<file path="config.mk">
export PLATFORM = sky130hd
export DESIGN_NAME = memory_stage
export DESIGN_NICKNAME = d
export VERILOG_FILES = /design/src/rtl/memory_stage.sv
export SDC_FILE = /design/constraint.sdc
export NUM_CORES = 1
export LEC_CHECK = 0
export ABC_AREA = 1
export CAP_MARGIN = 20
export CORE_UTILIZATION = 43
export CTS_CLUSTER_DIAMETER = 60
export CTS_CLUSTER_SIZE = 24
export DETAILED_ROUTE_END_ITERATION = 7
export GPL_TIMING_DRIVEN = 1
export PLACE_DENSITY_LB_ADDON = 0.1
export SLEW_MARGIN = 30
export SYNTH_ARGS = -nofsm -noshare
export SYNTH_HDL_FRONTEND = slang
export SYNTH_SLANG_ARGS = --single-unit
</file>
<file path="constraint.sdc">
create_clock -name clk -period 1.4 [get_ports clk]
set_input_delay 0.14 -clock clk [delete_from_list [all_inputs] [get_ports clk]]
set_output_delay 0.14 -clock clk [all_outputs]
set_load 0.01 [all_outputs]
</file>
<file path="src/rtl/memory_stage.sv">
`default_nettype none
// ============================================================================
//  Module      : memory_stage
//  Description : Pipeline memory stage. Captures one load/store, issues a
//                single data-memory request, waits for ack, extracts and
//                extends load data, and muxes register-file writeback data.
//  Revision    : 1.0 - initial release
// ============================================================================
module memory_stage #(
    parameter int DATA_WIDTH = 32
) (
    input  logic                  clk,
    input  logic                  rst,
    input  logic                  mem_en,
    input  logic                  Load,
    input  logic                  Store,
    input  logic [2:0]            fun3,
    input  logic [1:0]            mem_to_reg,
    input  logic [DATA_WIDTH-1:0] alu_result,
    input  logic [DATA_WIDTH-1:0] store_data,
    input  logic [DATA_WIDTH-1:0] pc_plus4,
    input  logic [DATA_WIDTH-1:0] dmem_rdata,
    input  logic                  dmem_ack,
    output logic                  dmem_req,
    output logic                  dmem_we,
    output logic [DATA_WIDTH-1:0] dmem_addr,
    output logic [DATA_WIDTH-1:0] dmem_wdata,
    output logic [3:0]            dmem_wmask,
    output logic                  DM_valid,
    output logic                  misalign_err,
    output logic [DATA_WIDTH-1:0] rwd_data_out
);

    typedef enum logic [1:0] {
        IDLE = 2'd0,
        REQ  = 2'd1,
        DONE = 2'd2
    } state_t;

    state_t                r_state;
    logic [2:0]            r_fun3;
    logic [1:0]            r_lo;
    logic [DATA_WIDTH-1:0] r_load_data;
    logic                  r_req;
    logic                  r_we;
    logic [DATA_WIDTH-1:0] r_addr;
    logic [DATA_WIDTH-1:0] r_wdata;
    logic [3:0]            r_wmask;
    logic                  r_dm_valid;
    logic                  r_misalign;

    logic                  w_accept;
    logic                  w_misalign;
    logic [3:0]            w_store_mask;
    logic [DATA_WIDTH-1:0] w_store_wdata;
    logic [7:0]            w_byte;
    logic [15:0]           w_half;
    logic [DATA_WIDTH-1:0] w_load_ext;

    // fun3[1:0]: 00 byte, 01 half, anything else treated as a full word
    assign w_accept   = mem_en && (Load || Store);
    assign w_misalign = ((fun3[1:0] == 2'b01) && alu_result[0]) ||
                        (fun3[1] && (alu_result[1:0] != 2'b00));

    // Byte-lane enables and lane-replicated write data for the incoming store
    always_comb begin
        w_store_mask  = 4'b1111;
        w_store_wdata = store_data;
        case (fun3[1:0])
            2'b00: begin
                w_store_mask  = 4'b0001 << alu_result[1:0];
                w_store_wdata = {(DATA_WIDTH/8){store_data[7:0]}};
            end
            2'b01: begin
                w_store_mask  = 4'b0011 << {alu_result[1], 1'b0};
                w_store_wdata = {(DATA_WIDTH/16){store_data[15:0]}};
            end
            default: begin
                w_store_mask  = 4'b1111;
                w_store_wdata = store_data;
            end
        endcase
    end

    // Lane selection and sign/zero extension of the returned read word
    always_comb begin
        w_byte     = dmem_rdata[{r_lo, 3'b000} +: 8];
        w_half     = dmem_rdata[{r_lo[1], 4'b0000} +: 16];
        w_load_ext = dmem_rdata;
        case (r_fun3)
            3'b000:  w_load_ext = {{(DATA_WIDTH-8){w_byte[7]}}, w_byte};
            3'b001:  w_load_ext = {{(DATA_WIDTH-16){w_half[15]}}, w_half};
            3'b100:  w_load_ext = {{(DATA_WIDTH-8){1'b0}}, w_byte};
            3'b101:  w_load_ext = {{(DATA_WIDTH-16){1'b0}}, w_half};
            default: w_load_ext = dmem_rdata;
        endcase
    end

    // Access sequencer: capture in IDLE, hold request until ack, one-cycle DONE
    always_ff @(posedge clk) begin
        if (rst) begin
            r_state     <= IDLE;
            r_fun3      <= 3'b000;
            r_lo        <= 2'b00;
            r_load_data <= '0;
            r_req       <= 1'b0;
            r_we        <= 1'b0;
            r_addr      <= '0;
            r_wdata     <= '0;
            r_wmask     <= 4'b0000;
            r_dm_valid  <= 1'b0;
            r_misalign  <= 1'b0;
        end else begin
            case (r_state)
                IDLE: begin
                    r_dm_valid <= 1'b0;
                    r_misalign <= 1'b0;
                    if (w_accept) begin
                        r_fun3  <= fun3;
                        r_lo    <= alu_result[1:0];
                        r_addr  <= {alu_result[DATA_WIDTH-1:2], 2'b00};
                        r_we    <= ~Load;
                        r_wmask <= Load ? 4'b0000 : w_store_mask;
                        r_wdata <= w_store_wdata;
                        if (w_misalign) begin
                            // Rejected access completes immediately without a request
                            r_dm_valid <= 1'b1;
                            r_misalign <= 1'b1;
                            r_state    <= DONE;
                        end else begin
                            r_req   <= 1'b1;
                            r_state <= REQ;
                        end
                    end
                end
                REQ: begin
                    if (dmem_ack) begin
                        r_req      <= 1'b0;
                        r_dm_valid <= 1'b1;
                        if (!r_we) begin
                            r_load_data <= w_load_ext;
                        end
                        r_state <= DONE;
                    end
                end
                DONE: begin
                    r_dm_valid <= 1'b0;
                    r_misalign <= 1'b0;
                    r_state    <= IDLE;
                end
                default: begin
                    r_req      <= 1'b0;
                    r_dm_valid <= 1'b0;
                    r_misalign <= 1'b0;
                    r_state    <= IDLE;
                end
            endcase
        end
    end

    // Writeback source selection
    always_comb begin
        rwd_data_out = '0;
        case (mem_to_reg)
            2'b00:   rwd_data_out = alu_result;
            2'b01:   rwd_data_out = r_load_data;
            2'b10:   rwd_data_out = pc_plus4;
            default: rwd_data_out = '0;
        endcase
    end

    assign dmem_req     = r_req;
    assign dmem_we      = r_we;
    assign dmem_addr    = r_addr;
    assign dmem_wdata   = r_wdata;
    assign dmem_wmask   = r_wmask;
    assign DM_valid     = r_dm_valid;
    assign misalign_err = r_misalign;

endmodule
`default_nettype wire

</file>
==> flow_summary.yaml <==
status:
  status: "finished, violations left"
  violations: "negative setup slack"
layout:
  num-fill-cells: 1117
  regArea_um2: 2190
  drive_gt1_frac: 0.162
  layout.nets: 1269
  n_antenna_cell: 0
  multiInputGateArea_um2: 2870
  area_growth_pct: 67.5
  finalNonFillerCells: 1305
critical_path:
  worst-r2r-cell-count: 8
  setup.worst_path.end_class: "flop"
  critPathKind: "reg2reg"
  worst-path-max-fanout: 8
  cp.arrival_ns: 1.70
  cp.required_ns: 1.68
  start_kind: "flop"
timing:
  period_share: 1.01
  finalClockSkew_ns: 0.00364
  final-setup-viol-count: 6
  fmax_mhz: 707
  rsz0062_at_grt: "yes"
  setup_slack_ns: -0.0135
  slew_violations: 0
  period_needed_ns: 1.41
  hold_viol: 0
  tns_ns: -0.0309
power_and_ir_drop:
  combPwrFrac: 0.298
  internal_power_mw: 6.04
  ir_drop_v: 0.000903
  power_frac_seq: 0.406
  power_density_nw_per_um2: 916
  p_leak_nw: 4.68
  power_switching_mw: 2.49
  switching_share: 0.292
  power_frac_clock: 0.297
drt:
  dr.first_iter.drc_count: 368
  drt_pass1_iterations: 6
  drt_wl_total_um: 20700
  drc: 0
  via_per_inst: 5.06
  vias: 6607
  wl_per_cell_um: 15.9
  drtAntennaViolNets: 0
floorplanning:
  num_rows: 41
  core_um2: 12600
  die_x_um: 116
  dieHeight_um: 116
  die_area_um2: 13400
  io_pins: 243
  initial_core_util: 0.441
hold_path:
  hold_depth: 3
  hold_path.class: "in2reg"
synth:
  yosys_most_used_dff: "dfxtp_1"
  synth_edf_count: 0
  synth-async-reset-ratio: 0
  syn_inst: 853
  ys_ff_latch: 109
  yosysSeqAreaShare: 0.392
  syn_area_per_cell_um2: 6.52
  ys_types: 25
  ys.warnings.count: 0
  syn_area_um2: 5560
place:
  dp_cells: 1274
  gp_congestion: 0.888
  hpwl_um: 13800
  io_buffers: 240
  place_ws_ns: -0.642
global_route:
  grt_first_pass_wirelength_um: 30300
  grt_pass1_vias: 6050
  overflow: 0
  grt_start_max_net_pins: 45
  grt_antenna_before_repair: 0
  grt_usage: 0.297
cts:
  cts.sinks: 109
  cts_made_buffers: 9
  cts_root_buf: "clkbuf_16"
  clock_latency_ns: 0.35
  htreeDepth: 3
  cts_max_path_buffers: 2
  cts_tree: "built"
  path_clk_slew_ns: 0.07
flow_run:
  cap_viol_max_count: 0
## worst max-delay path: stages, from the launching register on
cell,delay (ns)
dfxtp_2,0.35
buf_6,0.10
nand2_4,0.05
nor3_4,0.22
buf_6,0.14
buf_12,0.14
clkbuf_16,0.17
o21ai_2,0.06
a21oi_1,0.12
## power by group through the flow
stage | clock (mW) | sequential, mW | combinational, mW
finish | 2.53 | 3.46 | 2.54
floorplan | 0 | 3.58 | 0.974
global route | 2.70 | 3.48 | 2.75
CTS | 2.57 | 3.45 | 2.44
global placement | 0 | 3.51 | 2.37
detailed placement | 0 | 3.51 | 2.40
## sequential cells by signal (all words and copies together), names as in the netlist
| signal | cells |
|---|---|
| dmem_wdata | 32 |
| r_load_data | 32 |
| dmem_addr | 30 |
| dmem_wmask | 4 |
| r_fun3 | 3 |
| r_lo | 2 |
| r_state | 2 |
| DM_valid | 1 |
| dmem_req | 1 |
| dmem_we | 1 |
| misalign_err | 1 |
## area by class of cell
type / count / area share
repair buffers: 325 / 0.361
multi-input cells: 583 / 0.308
well taps: 172 / 0.0231
flip-flops and latches: 109 / 0.235
inverters: 102 / 0.0427
clock buffers: 12 / 0.0265
clock inverters: 2 / 0.00376
## repair_timing
| action | in CTS | in global routing |
|---|---|---|
| gates cloned | 5 | 5 |
| pin swaps | 4 | 7 |
| hold buffers | 0 | 0 |
| endpoints found under the setup margin | 55 | 141 |
| buffers inserted | 4 | 4 |
| resized for setup | 152 | 114 |
## layer usage
layer | share of wire | track usage | vias up | wire length, um
met3 | 0.097 | 0.0936 | 26 | 2010
met1 | 0.40 | 0.355 | 3014 | 8340
met2 | 0.48 | 0.506 | 242 | 10000
met5 | 0 | 0 | - | 0
met4 | 0.018 | 0.0983 | 0 | 382
li1 | - | - | 3325 | -
## cells in the final DEF, fill, tap and decap left out, types with 4 or more instances in the layout
cell type          n
dfxtp_1          106
o21ai_2           10
clkbuf_16         14
nand2_1          179
a21oi_2           12
buf_12            13
o211ai_1          32
o21ai_0           94
buf_16             5
dlymetal6s2s_1    44
buf_6              6
a21oi_1           92
o21ai_1           22
clkdlybuf4s50_1  158
or2_2              6
nor2_1            79
buf_2             33
nand3_1           35
buf_4             54
dlygate4sd2_1      4
inv_1             96
## synthesized netlist by cell type, types with 2 or more instances
cell      instances  share of area
inv_1            98          0.066
clkbuf_2          5         0.0045
o21ai_1          13          0.012
buf_2            16          0.014
buf_4             7         0.0095
inv_2             4         0.0027
nand2_2           2         0.0022
a22oi_1           2         0.0027
nand3_1          36          0.032
buf_6             2         0.0041
nand2_1         182           0.12
or2_2             7         0.0079
dfxtp_1         109           0.39
o211ai_1         32          0.043
a31oi_1           2         0.0022
clkbuf_1         30          0.020
a21oi_1         105          0.095
nor2_1           82          0.055
o21ai_0         113           0.10
## through the flow
stage / area [um^2] / power [mW] / utilization / hold slack, ns
after floorplan: 5560 / 4.56 / - / 0.275
after global placement: 8530 / 5.88 / 0.676 / 0.448
after detailed placement: 8530 / 5.91 / 0.676 / 0.453
after CTS: 8890 / 8.46 / 0.704 / 0.345
after global routing: 9310 / 8.94 / 0.738 / 0.389
final: 9310 / 8.53 / 0.738 / 0.356
## logic make-up after synthesis
logic type             Yosys count  synth area share
AOI/OAI and AO/OA              268             0.258
buffers and inverters          162             0.122
and+or+nand+nor                313             0.228
DFF                            109             0.392
other                            1          0.000674
## path summary, 6_finish.rpt
check	to	from	slack, ns
max	r_load_data[4]$_SDFFE_PP0P_	r_state[0]$_SDFFE_PP0P_	-0.01
min reg2reg	dmem_wdata[0]$_SDFFE_PP0P_	dmem_wdata[0]$_SDFFE_PP0P_	0.46
max reg2reg	r_load_data[4]$_SDFFE_PP0P_	r_state[0]$_SDFFE_PP0P_	-0.01
min	dmem_wdata[23]$_SDFFE_PP0P_	store_data[23]	0.36
Note: power is estimated with default switching activity, not from simulation.
